==> src/rtl/iir_accum_if.sv <==
// -----------------------------------------------------------------------------
// iir_accum_if
// Bundles the term handshake, the external adder hookup and the sum handshake
// of iir_accum_ctrl.
//
//   term_valid / term_ready / term_data : incoming product terms
//   add_a / add_b / add_result          : shared combinational adder
//   sum_valid / sum_ready / sum_data    : finished sample
//   sum_ovf                             : sticky magnitude overflow of sample
//   term_count                          : terms accepted in current sample
//
// Modports:
//   slave  - the accumulator controller
//   master - the surrounding datapath (multipliers, adder, output register)
// -----------------------------------------------------------------------------
interface iir_accum_if #(
   parameter int WIDTH = 16,
   parameter int TERMS = 5
);
   localparam int CNT_W = $clog2(TERMS + 1);

   logic             term_valid;
   logic             term_ready;
   logic [WIDTH-1:0] term_data;
   logic [WIDTH-1:0] add_a;
   logic [WIDTH-1:0] add_b;
   logic [WIDTH-1:0] add_result;
   logic             sum_valid;
   logic             sum_ready;
   logic [WIDTH-1:0] sum_data;
   logic             sum_ovf;
   logic [CNT_W-1:0] term_count;

   modport slave (
      input  term_valid, term_data, add_result, sum_ready,
      output term_ready, add_a, add_b, sum_valid, sum_data, sum_ovf, term_count
   );

   modport master (
      output term_valid, term_data, add_result, sum_ready,
      input  term_ready, add_a, add_b, sum_valid, sum_data, sum_ovf, term_count
   );
endinterface

==> src/rtl/iir_accum_ctrl.sv <==
// -----------------------------------------------------------------------------
// iir_accum_ctrl
// Time-shares one external combinational sign-magnitude adder to sum TERMS
// product terms per IIR output sample. One term is accepted per cycle; the
// finished sum is held with a sticky overflow flag until downstream takes it.
//
// Ports:
//   i_clk    - clock, rising edge
//   i_rst_n  - asynchronous active-low reset
//   i_clear  - synchronous abort of the current sample (wins over handshakes)
//   bus      - iir_accum_if.slave: term handshake, adder operands/result,
//              sum handshake, overflow flag and term counter
//
// Number format: bit WIDTH-1 is the sign, bits WIDTH-2:0 the magnitude.
// -----------------------------------------------------------------------------
module iir_accum_ctrl #(
   parameter int WIDTH = 16,
   parameter int TERMS = 5
) (
   input  logic          i_clk,
   input  logic          i_rst_n,
   input  logic          i_clear,
   iir_accum_if.slave    bus
);
   localparam int               CNT_W    = $clog2(TERMS + 1);
   localparam logic [CNT_W-1:0] LAST_IDX = CNT_W'(TERMS - 1);
   localparam logic [CNT_W-1:0] FULL_CNT = CNT_W'(TERMS);

   typedef enum logic {
      ST_ACCEPT = 1'b0,
      ST_HOLD   = 1'b1
   } state_t;

   state_t           r_state;
   logic [WIDTH-1:0] r_acc;
   logic [CNT_W-1:0] r_count;
   logic             r_ovf;

   state_t           w_state_nxt;
   logic [WIDTH-1:0] w_acc_nxt;
   logic [CNT_W-1:0] w_count_nxt;
   logic             w_ovf_nxt;

   // Sign-magnitude negative zero is folded to plain zero on every acc write,
   // so the sum output never shows 1000...0.
   function automatic logic [WIDTH-1:0] fold_neg_zero(input logic [WIDTH-1:0] v);
      if (v == {1'b1, {(WIDTH-1){1'b0}}})
         return '0;
      else
         return v;
   endfunction

   // A same-sign addition whose magnitude came out smaller than the running
   // magnitude has wrapped past the representable range.
   function automatic logic mag_wrapped(input logic [WIDTH-1:0] a,
                                        input logic [WIDTH-1:0] b,
                                        input logic [WIDTH-1:0] r);
      return (a[WIDTH-1] == b[WIDTH-1]) && (r[WIDTH-2:0] < a[WIDTH-2:0]);
   endfunction

   always_ff @(posedge i_clk or negedge i_rst_n) begin
      if (!i_rst_n) begin
         r_state <= ST_ACCEPT;
         r_acc   <= '0;
         r_count <= '0;
         r_ovf   <= 1'b0;
      end else begin
         r_state <= w_state_nxt;
         r_acc   <= w_acc_nxt;
         r_count <= w_count_nxt;
         r_ovf   <= w_ovf_nxt;
      end
   end

   always_comb begin
      w_state_nxt = r_state;
      w_acc_nxt   = r_acc;
      w_count_nxt = r_count;
      w_ovf_nxt   = r_ovf;

      bus.term_ready = 1'b0;
      bus.sum_valid  = 1'b0;
      bus.add_a      = r_acc;
      bus.add_b      = bus.term_data;
      bus.sum_data   = r_acc;
      bus.sum_ovf    = r_ovf;
      bus.term_count = r_count;

      case (r_state)
         ST_ACCEPT: begin
            bus.term_ready = 1'b1;
            if (bus.term_valid) begin
               // First term of a sample loads directly; the adder output is
               // meaningless then because acc still holds the previous sum.
               if (r_count == '0) begin
                  w_acc_nxt = fold_neg_zero(bus.term_data);
                  w_ovf_nxt = 1'b0;
               end else begin
                  w_acc_nxt = fold_neg_zero(bus.add_result);
                  w_ovf_nxt = r_ovf | mag_wrapped(r_acc, bus.term_data, bus.add_result);
               end
               if (r_count == LAST_IDX) begin
                  w_state_nxt = ST_HOLD;
                  w_count_nxt = FULL_CNT;
               end else begin
                  w_count_nxt = r_count + 1'b1;
               end
            end
         end
         ST_HOLD: begin
            bus.sum_valid = 1'b1;
            if (bus.sum_ready) begin
               // acc/ovf stay visible until the next first term overwrites them.
               w_state_nxt = ST_ACCEPT;
               w_count_nxt = '0;
            end
         end
         default: begin
            w_state_nxt = ST_ACCEPT;
         end
      endcase

      // Abort outranks any accept or sum handshake in the same cycle.
      if (i_clear) begin
         w_state_nxt = ST_ACCEPT;
         w_acc_nxt   = '0;
         w_count_nxt = '0;
         w_ovf_nxt   = 1'b0;
      end
   end
endmodule

==> src/flat_wrapper.sv <==
// flat-port wrapper written by rule: the top's interface ports become plain ports
module iir_accum_ctrl_flat 
#(
   parameter int WIDTH = 16,
   parameter int TERMS = 5
)
  (i_clk, i_rst_n, i_clear, bus_term_valid, bus_term_data, bus_add_result, bus_sum_ready, bus_term_ready, bus_add_a, bus_add_b, bus_sum_valid, bus_sum_data, bus_sum_ovf, bus_term_count);
  iir_accum_if #(.WIDTH(WIDTH), .TERMS(TERMS)) bus_i ();
  input  logic i_clk;
  input  logic i_rst_n;
  input  logic i_clear;
  input wire logic [$bits(bus_i.term_valid)-1:0] bus_term_valid;
  input wire logic [$bits(bus_i.term_data)-1:0] bus_term_data;
  input wire logic [$bits(bus_i.add_result)-1:0] bus_add_result;
  input wire logic [$bits(bus_i.sum_ready)-1:0] bus_sum_ready;
  output wire logic [$bits(bus_i.term_ready)-1:0] bus_term_ready;
  output wire logic [$bits(bus_i.add_a)-1:0] bus_add_a;
  output wire logic [$bits(bus_i.add_b)-1:0] bus_add_b;
  output wire logic [$bits(bus_i.sum_valid)-1:0] bus_sum_valid;
  output wire logic [$bits(bus_i.sum_data)-1:0] bus_sum_data;
  output wire logic [$bits(bus_i.sum_ovf)-1:0] bus_sum_ovf;
  output wire logic [$bits(bus_i.term_count)-1:0] bus_term_count;
  assign bus_i.term_valid = bus_term_valid;
  assign bus_i.term_data = bus_term_data;
  assign bus_i.add_result = bus_add_result;
  assign bus_i.sum_ready = bus_sum_ready;
  assign bus_term_ready = bus_i.term_ready;
  assign bus_add_a = bus_i.add_a;
  assign bus_add_b = bus_i.add_b;
  assign bus_sum_valid = bus_i.sum_valid;
  assign bus_sum_data = bus_i.sum_data;
  assign bus_sum_ovf = bus_i.sum_ovf;
  assign bus_term_count = bus_i.term_count;
  iir_accum_ctrl #(.WIDTH(WIDTH), .TERMS(TERMS)) u_core (.i_clk(i_clk), .i_rst_n(i_rst_n), .i_clear(i_clear), .bus(bus_i));
endmodule
==> config.mk <==
export PLATFORM = sky130hd
export DESIGN_NAME = iir_accum_ctrl_flat
export DESIGN_NICKNAME = d
export VERILOG_FILES = /design/src/rtl/iir_accum_if.sv /design/src/rtl/iir_accum_ctrl.sv /design/src/flat_wrapper.sv
export SDC_FILE = /design/constraint.sdc
export NUM_CORES = 1
export LEC_CHECK = 0
export CORE_MARGIN = 2
export CORE_UTILIZATION = 43
export DETAILED_ROUTE_END_ITERATION = 16
export HOLD_SLACK_MARGIN = 0.06
export PLACE_DENSITY_LB_ADDON = 0.08
export SLEW_MARGIN = 20
export SYNTH_ARGS = -nofsm -noshare
export SYNTH_HDL_FRONTEND = slang
export SYNTH_SLANG_ARGS = --single-unit
==> constraint.sdc <==
create_clock -name i_clk -period 4.7 [get_ports i_clk]
set_input_delay 0.705 -clock i_clk [delete_from_list [all_inputs] [get_ports i_clk]]
set_output_delay 0.705 -clock i_clk [all_outputs]
set_load 0.03 [all_outputs]
==> results of run 1 <==
worst max-delay path by stage:
stage	start	to	slack [ps]	cells past startpoint
after global routing	bus_term_data[11]	bus_add_b[11]	2020	2
after CTS	bus_term_data[15]	bus_add_b[15]	2040	2
after global placement	bus_term_data[7]	bus_add_b[7]	2030	2
after detailed placement	bus_term_data[15]	bus_add_b[15]	2040	2
after floorplan	u_core.bus.term_count[0]$_DFFE_PN0P_	u_core.bus.sum_ovf$_DFFE_PN0P_	2970	8
final	bus_term_data[15]	bus_add_b[15]	2040	2
layout make-up:
type | instances | area (µm²) | share of cell area [%]
clock buffers | 3 | 41.3 | 1.69
clock inverters | 1 | 5.00 | 0.205
inverters | 19 | 71.3 | 2.92
multi-input cells | 114 | 841 | 34.5
flip-flops and latches | 21 | 526 | 21.5
well taps | 48 | 60.1 | 2.46
repair buffers | 90 | 896 | 36.7
synthesized netlist by cell type, drive strengths merged, types with 2 or more instances:
cell	instances	share of area, %
nor4	6	2.2
nor3	3	0.88
nand3	2	0.59
inv	19	4.2
a21oi	8	2.4
ha	16	12
nand2b	3	1.1
mux2i	15	8.8
nand2	21	4.6
dfrtp	21	31
nor2	3	0.81
o21ai	17	5.2
a22o	2	1.1
buf	35	15
a211oi	2	0.88
a32oi	2	1.0
nand4	5	1.8
where the power goes:
part	internal (mW)	leakage (nW)	switching, mW
logic	0.113	0.687	0.137
registers	0.193	0.281	0.0130
clock network	0.0592	0.0255	0.0630
total	0.365	0.994	0.213
cells in the final DEF, fill, tap and decap left out, types with 2 or more instances in the layout:
cell type	count
sky130_fd_sc_hd__a211oi_1	2
sky130_fd_sc_hd__a21oi_1	8
sky130_fd_sc_hd__a32oi_1	2
sky130_fd_sc_hd__clkbuf_8	3
sky130_fd_sc_hd__clkdlybuf4s50_1	89
sky130_fd_sc_hd__dfrtp_1	21
sky130_fd_sc_hd__ha_1	16
sky130_fd_sc_hd__inv_1	19
sky130_fd_sc_hd__mux2i_1	15
sky130_fd_sc_hd__nand2_1	21
sky130_fd_sc_hd__nand2b_1	3
sky130_fd_sc_hd__nand3_1	2
sky130_fd_sc_hd__nand4_1	5
sky130_fd_sc_hd__nor2_1	2
sky130_fd_sc_hd__nor3_1	3
sky130_fd_sc_hd__nor4_1	6
sky130_fd_sc_hd__o21ai_0	15
kinds of logic after synthesis:
| kind of cell | share of synthesized area [%] |
|---|---|
| buffers and inverters | 19.6 |
| and+or+nand+nor | 14.6 |
| AOI/OAI and AO/OA | 13.8 |
| DFF | 30.9 |
| adders and majority gates | 11.8 |
| muxes | 8.84 |
| xor gates and xnor gates | 0.516 |
registers in the layout, summed over array words and instances (netlist names):
signal,count
u_core.bus.add_a,16
u_core.bus.sum_ovf,1
u_core.bus.term_count,3
u_core.r_state,1
through the flow:
step | utilization (%) | worst slack, ps | area, µm² | hold WS (ps) | instances
finish | 65.2 | 2040 | 2440 | 389 | 296
global route | 65.2 | 2020 | 2440 | 423 | 296
CTS | 65.3 | 2040 | 2440 | 537 | 296
detailed placement | 64.1 | 2040 | 2400 | 518 | 292
global placement | 64.1 | 2030 | 2400 | 512 | 292
floorplan | - | 2970 | 1700 | 409 | 190
metal layers:
layer / track usage (%) / vias to the layer above / share of wire [%]
met5: 0 / - / 0
met4: 5.61 / 0 / 1.2
met3: 3.04 / 6 / 8.4
met2: 31.9 / 65 / 46
met1: 27.1 / 702 / 44
li1: - / 749 / -
==> impl.org, run 1 <==
** Status
- The flow ran to the end, and the final reports show no timing, DRC or antenna violations.

** Final layout
- The post-route netlist has 4.44% of its cells at a drive strength greater than 1.
- Filler Cell Count :: 354
- Diodes inserted :: 0
- Syn-to-layout area delta :: 43.6%
- The final layout contains 302 nets.

** Floorplan
- Die outline width :: 66.9 µm
- The floorplan has 22 rows.
- The floorplan step defined a core boundary enclosing 3740 µm².
- From bottom edge to top edge, the die measures 66.9 µm.
- Floorplan die area :: 4470 µm²
- Number of I/O pins :: 91
- Starting Density :: 45.4%

** Synthesis
- After synthesis, the netlist uses 32 different library cells.
- Number of enable-type register cells in the synthesized netlist :: 0
- Most used flip-flop cell after synthesis :: sky130_fd_sc_hd__dfrtp_1
- Post-synthesis cell count :: 190
- Summing every instance area after synthesis gives 1700 µm².
- Seq/Total Area, Yosys :: 30.9%
- Dividing the synthesized area by the synthesized cell count gives 8.94 µm².
- For this run, asynchronously set or reset flops after synthesis account for 100%.
- In this run, synthesis produced a sequential element count of 21.
- Yosys synthesis warning count :: 0
- Synthesis produced a netlist with a net count of 243.

** Detailed routing
- DRC Markers :: 0
- Post-detailed-route wirelength per cell :: 14.6 µm
- Post-detailed-route count of antenna-violating nets :: 0
- The routed layout has 1,522 vias.
- For this run, the detailed router's first-pass iteration total came to 4.
- Number of DRC markers in iteration 0 :: 79
- Dividing the detail-routed via count by the number of cells gives 5.14.
- Total wirelength of the detailed-routed design :: 4310 µm

** Clock network
- Counting every sink on the clock net gives 21.
- Reg clk slew, reported paths :: 80 ps
- Post-CTS Hold Buffers :: 0
- TritonCTS built the clock tree.
- Number of buffers between clock root and the deepest sink :: 2
- Clock latency on the worst-skew pair :: 260 ps
- The number of gates resized after CTS was 0.
- After clock tree synthesis, the setup repair step added 0 buffers.
- H-tree Lvls :: 1
- Clock buffers created by TritonCTS :: 3
- The cell sitting at the root of the clock tree is a sky130_fd_sc_hd__clkbuf_8.

** STA
- The max-slew violation total from the final report is 0.
- The final number of hold-violating endpoints came to 0.
- Unrepaired setup endpoints after global routing :: false
- In this run the tightest slew margin relative to its limit is 31.5%.
- Of the available clock period, the critical path in the final layout requires 56.6%.
- Timing would allow up to 376 MHz.
- Total negative slack for setup checks :: 0 ps
- Finish-stage setup viols :: 0
- Clock skew on the completed layout was measured at 1.89 ps.
- At the pin with the least slew margin, the transition time is 1030 ps.
- Minimum clock period :: 2660 ps

** GRT
- The first global-routing pass estimated 6650 µm of wire.
- Antenna violations before repair :: 0
- Vias in the first global route :: 1,402
- Global-route usage over all layers :: 19.7%
- After global routing the overflow that remains totals 0.
- Entering global routing, the biggest net connects 22 pins.

** Worst hold path
- Hold Crit Class :: input port to asynchronous set/reset pin

** Worst setup path
- Critical-path cell with the highest stage delay :: sky130_fd_sc_hd__clkdlybuf4s50_1
- Arrival time at the worst endpoint :: 1960 ps
- Traced cell by cell, the critical path runs through clkdlybuf4s50_1, clkdlybuf4s50_1.
- Destination of the worst register-to-register timing path :: u_core.bus.sum_ovf$_DFFE_PN0P_
- The largest single stage delay on the critical path is 720 ps.
- Buf+Inv Stages, Crit Path :: 2
- Kind of start point of the critical path :: input port
- Worst Path Max Fanout :: 3
- In this run the critical register-to-register path is launched from u_core.bus.term_count[0]$_DFFE_PN0P_.
- For flop-to-flop paths, the worst setup slack is 2430 ps.
- Cell repeated most along the worst path :: sky130_fd_sc_hd__clkdlybuf4s50_1
- STA puts the critical path data required time at 3990 ps.
- Type of the setup path with the least slack :: input port to primary output
- FF-to-FF path depth :: 7
- In this design, the largest share of critical-path delay is due to buffers and inverters.
- Worst Setup End Kind :: primary output

** Power
- IR analysis of the VDD net gives a maximum drop of 0.000144 V.
- Dividing total power by cell area gives a power density of 237 nW/µm².
- Final Power :: 577 µW
- Static power due to leakage :: 0.994 nW

** Flow run
- Across the run, the number of max-cap violations was 0.

** Placement
- Summed over all nets, the half-perimeter wirelength after detailed placement is 3400 µm.
- IO buf count :: 90
- Final weighted congestion of routability-driven global placement :: 0.867
No activity file was read; power rests on OpenSTA's default activity.
==> run 2: changes to the inputs <==
- CORE_UTILIZATION: 43 -> 40
- clock period: 4.7 -> 2.5 ns (I/O delays scaled with it)
==> run 2 against run 1 <==
Compared with the run above: clock power increased by 87%; cell count increased by 2.0%; worst setup slack got worse by 1500 ps; sequential cell count unchanged; die area increased by 7.0%; combinational power increased by 90%; sequential share of layout area decreased by 0.33 points; largest power group unchanged; highest routed layer unchanged.
==> impl.org, run 2 (synthesized netlist as in run 1, its figures left out) <==
** STA
- Summed over all failing endpoints, the final setup total negative slack is 0 ps.
- Across the routed clock network, the largest skew measured is 8.05 ps.
- Final hold violation count :: 0
- Slack of the critical path :: 520 ps
- Maximum clock frequency :: 505 MHz
- Minimum clock period :: 1980 ps
- Part of the cycle the worst path needs :: 79.2%
- Slew @ Worst Pin :: 566 ps
- Finish-stage setup viols :: 0
- Number of max-slew violations in the final report :: 0
- Worst max-slew margin expressed relative to the limit :: 62.3%
- Unrepaired setup endpoints after global routing :: false

** GRT
- Antenna violations before repair :: 0
- Total congestion overflow after global routing :: 0
- Global routing used 18.9% of the available tracks.
- Entering global routing, the biggest net connects 22 pins.
- Wire length of the first global-routing pass :: 7480 µm
- The number of global-route vias before repair came to 1,533.

** Power
- Share of total power in sequential cells :: 35.5%
- Worst ir drop on vdd :: 0.000283 V
- Net switching is 36.6% of the power.
- In this run the power spent charging and discharging nets is 399 µW.
- Final Power :: 1.09 mW
- In this run the power density over the cells is 440 nW/µm².
- Static power due to leakage :: 1.01 nW
- Share of power burned in combinational logic :: 43.6%
- The internal power of the cells totals 692 µW.
- Clock group share of total power :: 20.9%

** Final layout
- In the final design database the tool counted 306 nets.
- Number of flip-flops in the largest register :: 16
- Diodes inserted :: 0
- Leaving out fill and tap cells, the most frequent cells in the layout are sky130_fd_sc_hd__clkdlybuf4s50_1 (90), sky130_fd_sc_hd__nand2_1 (21), sky130_fd_sc_hd__dfrtp_1 (21), sky130_fd_sc_hd__inv_1 (19), sky130_fd_sc_hd__ha_1 (16).
- Fraction of final layout cells sized beyond drive strength 1 :: 5.56%
- Syn-to-layout area delta :: 45.8%
- Commonest non-fill, non-tap cell in the layout :: sky130_fd_sc_hd__clkdlybuf4s50_1
- Cell Count, Final, Fillers Out :: 302

** Clock network
- Clock latency on the worst-skew pair :: 260 ps
- Post-CTS Setup Inserts :: 0
- The cell sitting at the root of the clock tree is a sky130_fd_sc_hd__clkbuf_8.
- Post-CTS Hold Buffers :: 0
- The clock net in this run drives a total of 21 sinks.
- Once the clock tree was built, the resizer swapped 0 gates to a different size.
- H-tree Lvls :: 1
- TritonCTS created 3 clock buffers.
- TritonCTS clock tree :: built
- Clock-pin slew was measured on the worst setup and hold paths at 90 ps.
- Number of buffers between clock root and the deepest sink :: 2

** Worst setup path
- Reg-to-reg critical path startpoint :: u_core.bus.term_count[0]$_DFFE_PN0P_
- In this design, the stage delay of the slowest critical-path cell is 700 ps.
- FF-to-FF path depth :: 8
- Type of the setup path with the least slack :: input port to primary output
- Data on the critical path is required at its endpoint by 2120 ps.
- The cell family contributing the most delay on the critical path is buffers and inverters.
- Critical-path cell with the highest stage delay :: sky130_fd_sc_hd__clkdlybuf4s50_1
- The number of buffers and inverters on the critical path is 2.
- Worst-case register-to-register setup slack :: 730 ps
- Cell count along the critical path :: 2
- Among the stages of the critical path, the cell type that occurs most often is sky130_fd_sc_hd__clkdlybuf4s50_1.
- Arrival time at the worst endpoint :: 1600 ps
- The most critical setup path has its endpoint at bus_add_b[15].
- In this run the worst path has a maximum fanout of 3.
- The critical path goes through clkdlybuf4s50_1, clkdlybuf4s50_1.
- The worst register-to-register path ends at u_core.bus.sum_ovf$_DFFE_PN0P_.
- In this run the worst setup path begins at bus_term_data[15].
- Kind of start point of the critical path :: input port
- Worst Setup End Kind :: primary output

** Detailed routing
- Post-detailed-route count of antenna-violating nets :: 0
- Sum of met2 wire segment lengths after detailed routing :: 2040 µm
- Wl on met1 :: 1980 µm
- Post-detailed-route wirelength per cell :: 14.3 µm
- Vias per std cell :: 4.97
- Initial DRT Pass Iterations :: 4
- In the detailed route, the total length drawn on met3 is 272 µm.
- The detailed router finished its first iteration with 62 violations.
- Highest signal layer in the routed design :: met4
- Wires add up to 4320 µm.
- DRC Markers :: 0
- Vias :: 1,500

** Placement
- DP Worst Slack :: 433 ps
- The count of buffers added on input and output ports is 90.
- After legalization and detailed placement, the total HPWL measured 3500 µm.
- The congestion estimate from routability-driven global placement came to 0.739.
- Once placement completed, the tool counted placed cells totaling 298.

** Floorplan
- After floorplanning, the core was sized to cover 4060 µm².
- 91 I/O pins were placed.
- Height of the chip :: 69.2 µm
- After floorplanning, the core was divided into 23 placement rows.
- Starting Density :: 41.9%
- Die outline width :: 69.2 µm
- Floorplan die area :: 4790 µm²

** Status
- Outcome :: complete, no violations

** Flow run
- Max-capacitance violation count :: 0

** Worst hold path
- Hold Crit Class :: input port to asynchronous set/reset pin
==> run 2: per-layer routing <==
layer | global-route usage [%] | vias to the layer above
met5 | 0 | -
met3 | 5.09 | 2
li1 | - | 753
met1 | 24.7 | 691
met2 | 31.7 | 54
met4 | 3.27 | 0
==> run 2: per-stage QoR <==
stage / hold WS [ps] / utilization, % / area (µm²)
CTS: 461 / 61.1 / 2480
global placement: 513 / 59.9 / 2430
finish: 454 / 61.1 / 2480
floorplan: 79.4 / - / 1700
global route: 478 / 61.1 / 2480
detailed placement: 524 / 59.9 / 2430
==> run 2: worst min path at each step <==
stage | end | slack, ps | cells past startpoint
after floorplan | u_core.bus.add_a[0]$_DFFE_PN0P_ | 80 | 0
after global placement | u_core.bus.add_a[1]$_DFFE_PN0P_ | 510 | 2
after detailed placement | u_core.bus.add_a[3]$_DFFE_PN0P_ | 520 | 2
after CTS | u_core.bus.add_a[9]$_DFFE_PN0P_ | 460 | 2
after global routing | u_core.bus.sum_ovf$_DFFE_PN0P_ | 480 | 2
final | u_core.bus.sum_ovf$_DFFE_PN0P_ | 450 | 2
==> run 2: power by group through the flow <==
stage,combinational [mW],sequential [mW],clock (mW)
floorplan,0.255,0.436,0
global placement,0.476,0.394,0
detailed placement,0.479,0.394,0
CTS,0.480,0.388,0.235
global route,0.513,0.393,0.251
finish,0.475,0.387,0.228
==> run 2: area by class of cell <==
type / instances / area, µm²
Clock inverter: 1 / 5.00
Clock buffer: 3 / 41.3
Inverter: 19 / 71.3
Multi-Input combinational cell: 114 / 841
Fill cell: 370 / 1580
Tap cell: 50 / 62.6
Sequential cell: 21 / 526
Timing Repair Buffer: 94 / 931
==> run 3: changes to the inputs <==
- clock period: 2.5 -> 1.9 ns (I/O delays scaled with it)
==> run 3 against run 2 <==
Compared with the run above: clock skew shrank 5.8 ps; routed wire length grew 4.2%; count of clock-buffer cells in the layout grew 1.
==> impl.org, run 3 (synthesized netlist as in run 1, its figures left out) <==
** Status
- The run finished with clean final reports.

** Power
- Pwr dens :: 578 nW/µm²
- Summed over all nets, the switching power comes to 534 µW.
- Combinational logic is responsible for 43.9% of the overall power.
- Registers are responsible for 35.0% of the overall power.
- Static power due to leakage :: 1.04 nW
- In this run, the clock network consumes 21.1% of the power.
- The worst-case IR drop observed on VDD is 0.000432 V.
- Internal power comes to 922 µW.
- Switch share :: 36.7%

** STA
- The clock arrives with 2.27 ps of skew.
- Timing would allow up to 556 MHz.
- Total negative slack for setup checks :: 0 ps
- For the pin with the worst max-slew slack, the measured transition is 562 ps.
- Unrepaired setup endpoints after global routing :: false
- The smallest clock period supported by the final layout is computed as 1800 ps.
- The tightest hold path in the finished design has a slack of 363 ps.
- Part of the cycle the worst path needs :: 94.6%
- Setup violations remaining at the end of the flow were counted as 0.
- In this run the tightest slew margin relative to its limit is 62.6%.
- Number of max-slew violations in the final report :: 0
- Final hold violation count :: 0

** Worst setup path
- Arrival time at the worst endpoint :: 1510 ps
- Cell repeated most along the worst path :: sky130_fd_sc_hd__clkdlybuf4s50_1
- The critical path contains buffers and inverters numbering 2 combined.
- Critical path, cell by cell :: clkdlybuf4s50_1, clkdlybuf4s50_1
- The worst register-to-register path has a setup slack of 280 ps.
- In this design, the stage delay of the slowest critical-path cell is 700 ps.
- Of all nets on the critical path, the largest fanout is 3.
- Type of the setup path with the least slack :: input port to primary output
- The worst setup path is launched from an input port.
- Critical-path cell with the highest stage delay :: sky130_fd_sc_hd__clkdlybuf4s50_1
- STA classifies the critical path endpoint as a primary output.
- Worst path required time :: 1620 ps
- Largest delay contributor family on the critical path :: buffers and inverters

** Final layout
- Final net count :: 312
- The register with the most flip-flops in the layout has 16 of them.
- Summing all multi-input logic gate instances after layout gives 841 µm².
- 0 antenna diodes ended up in the layout.
- Of the cells placed in the final design, the portion with a size suffix greater than 1 is 7.36%.
- The library cell used most frequently in the layout, excluding fill and tap cells, is sky130_fd_sc_hd__clkdlybuf4s50_1.
- The top cell types in the final layout, fill and taps aside, are sky130_fd_sc_hd__clkdlybuf4s50_1 (90), sky130_fd_sc_hd__nand2_1 (21), sky130_fd_sc_hd__dfrtp_1 (21), sky130_fd_sc_hd__inv_1 (19), sky130_fd_sc_hd__ha_1 (16).
- Sequential Area :: 526 µm²
- Filler Cell Count :: 374
- Syn-to-layout area delta :: 48.4%

** Placement
- In this run the tool buffered the top-level ports with 90 buffer cells.
- Final weighted congestion of routability-driven global placement :: 0.801
- Placed wire-length estimate after detailed placement :: 3650 µm

** Clock network
- H-tree Lvls :: 1
- In this run the deepest clock path goes through 2 buffers.
- Post-CTS Setup Inserts :: 0
- For this design, the CTS-stage hold fixing added 0 buffers.
- The root buffer cell chosen for the clock tree is sky130_fd_sc_hd__clkbuf_8.
- Buffers inserted during clock tree synthesis total 3.
- Reg clk slew, reported paths :: 80 ps
- TritonCTS Sinks :: 21
- Clock latency on the worst-skew pair :: 270 ps
- Post-cts sizing count :: 0
- TritonCTS clock tree :: built

** Floorplan
- Die outline width :: 69.2 µm
- The floorplan has 23 rows.
- Starting Density :: 41.9%
- Height of the chip :: 69.2 µm
- 91 I/O pins were placed.
- The floorplan step defined a die boundary enclosing 4790 µm².
- The floorplan step defined a core boundary enclosing 4060 µm².

** GRT
- Total congestion overflow after global routing :: 0
- Maximum number of pins on one net before global-route repair :: 22
- Antenna violations before repair :: 0
- Global routing used 18.9% of the available tracks.
- Vias in the first global route :: 1,571
- Wire length of the first global-routing pass :: 7420 µm

** Detailed routing
- Number of DRC markers in iteration 0 :: 64
- For this run, design rule violations remaining after detail routing come to 0.
- Summing over every cut layer, the via total after detailed routing is 1,547.
- Before antenna repair, the detailed router went through 4 iterations.
- Post-detailed-route count of antenna-violating nets :: 0
- Dividing the detail-routed wire length by the instance count gives 14.6 µm.
- Using the TritonRoute via totals, the vias-per-cell ratio works out to 5.02.
- Total wirelength of the detailed-routed design :: 4500 µm

** Worst hold path
- The path class of the tightest hold or removal check is input port to asynchronous set/reset pin.

** Flow run
- The tool flagged a number of max-cap violations equal to 0.
[run 3: worst reg2reg max path, delay by kind of cell, from the launching register on]
family	cells	cell delay, ps
buf+inv	1	60
fa+ha+maj	1	240
simple gates	2	330
compound gates	3	510
flops	1	420
[run 3: final cells by class]
class,instances,area share [%]
tap,50,2.48
inverter,19,2.83
multi-input combinational,114,33.3
timing repair buffer,100,38.7
sequential,21,20.8
clock buffer,4,1.79
[run 3: metal layers]
metal,vias to the layer above,global-route usage [%],share of wire [%]
met5,-,0,0
met4,0,3.27,0.60
met3,4,4.07,7.1
met2,62,32.5,48
met1,713,24.7,44
li1,768,-,-
[run 3: worst paths after layout]
path	startpoint	endpoint	depth (start not counted)
setup / recovery	bus_term_data[15]	bus_add_b[15]	2
hold reg to reg	u_core.bus.add_a[1]$_DFFE_PN0P_	u_core.bus.add_a[1]$_DFFE_PN0P_	2
max in group asynchronous	i_rst_n	u_core.bus.add_a[11]$_DFFE_PN0P_	2
hold / removal	i_rst_n	u_core.bus.add_a[1]$_DFFE_PN0P_	2
setup reg to reg	u_core.bus.term_count[0]$_DFFE_PN0P_	u_core.bus.sum_ovf$_DFFE_PN0P_	7
min in group i_clk	u_core.bus.add_a[1]$_DFFE_PN0P_	u_core.bus.add_a[1]$_DFFE_PN0P_	2
[run 3: stage by stage]
stage / setup slack, ps / std cells / total power [mW] / util, % / cell area [µm²]
2_1_floorplan: 170 / 190 / 0.909 / - / 1700
3_3_place_gp: 86.6 / 304 / 1.15 / 61.0 / 2480
3_5_place_dp: 63.2 / 304 / 1.16 / 61.0 / 2480
4_1_cts: 97.4 / 308 / 1.47 / 62.1 / 2520
5_1_grt: 76.1 / 308 / 1.52 / 62.1 / 2520
6_report: 103 / 308 / 1.46 / 62.1 / 2520
[run 3: power groups by stage]
stage	Combinational, mW	Clock [mW]	Sequential, mW
CTS	0.644	0.315	0.510
global route	0.685	0.323	0.517
detailed placement	0.642	0	0.519
global placement	0.637	0	0.518
finish	0.640	0.308	0.510
floorplan	0.336	0	0.573
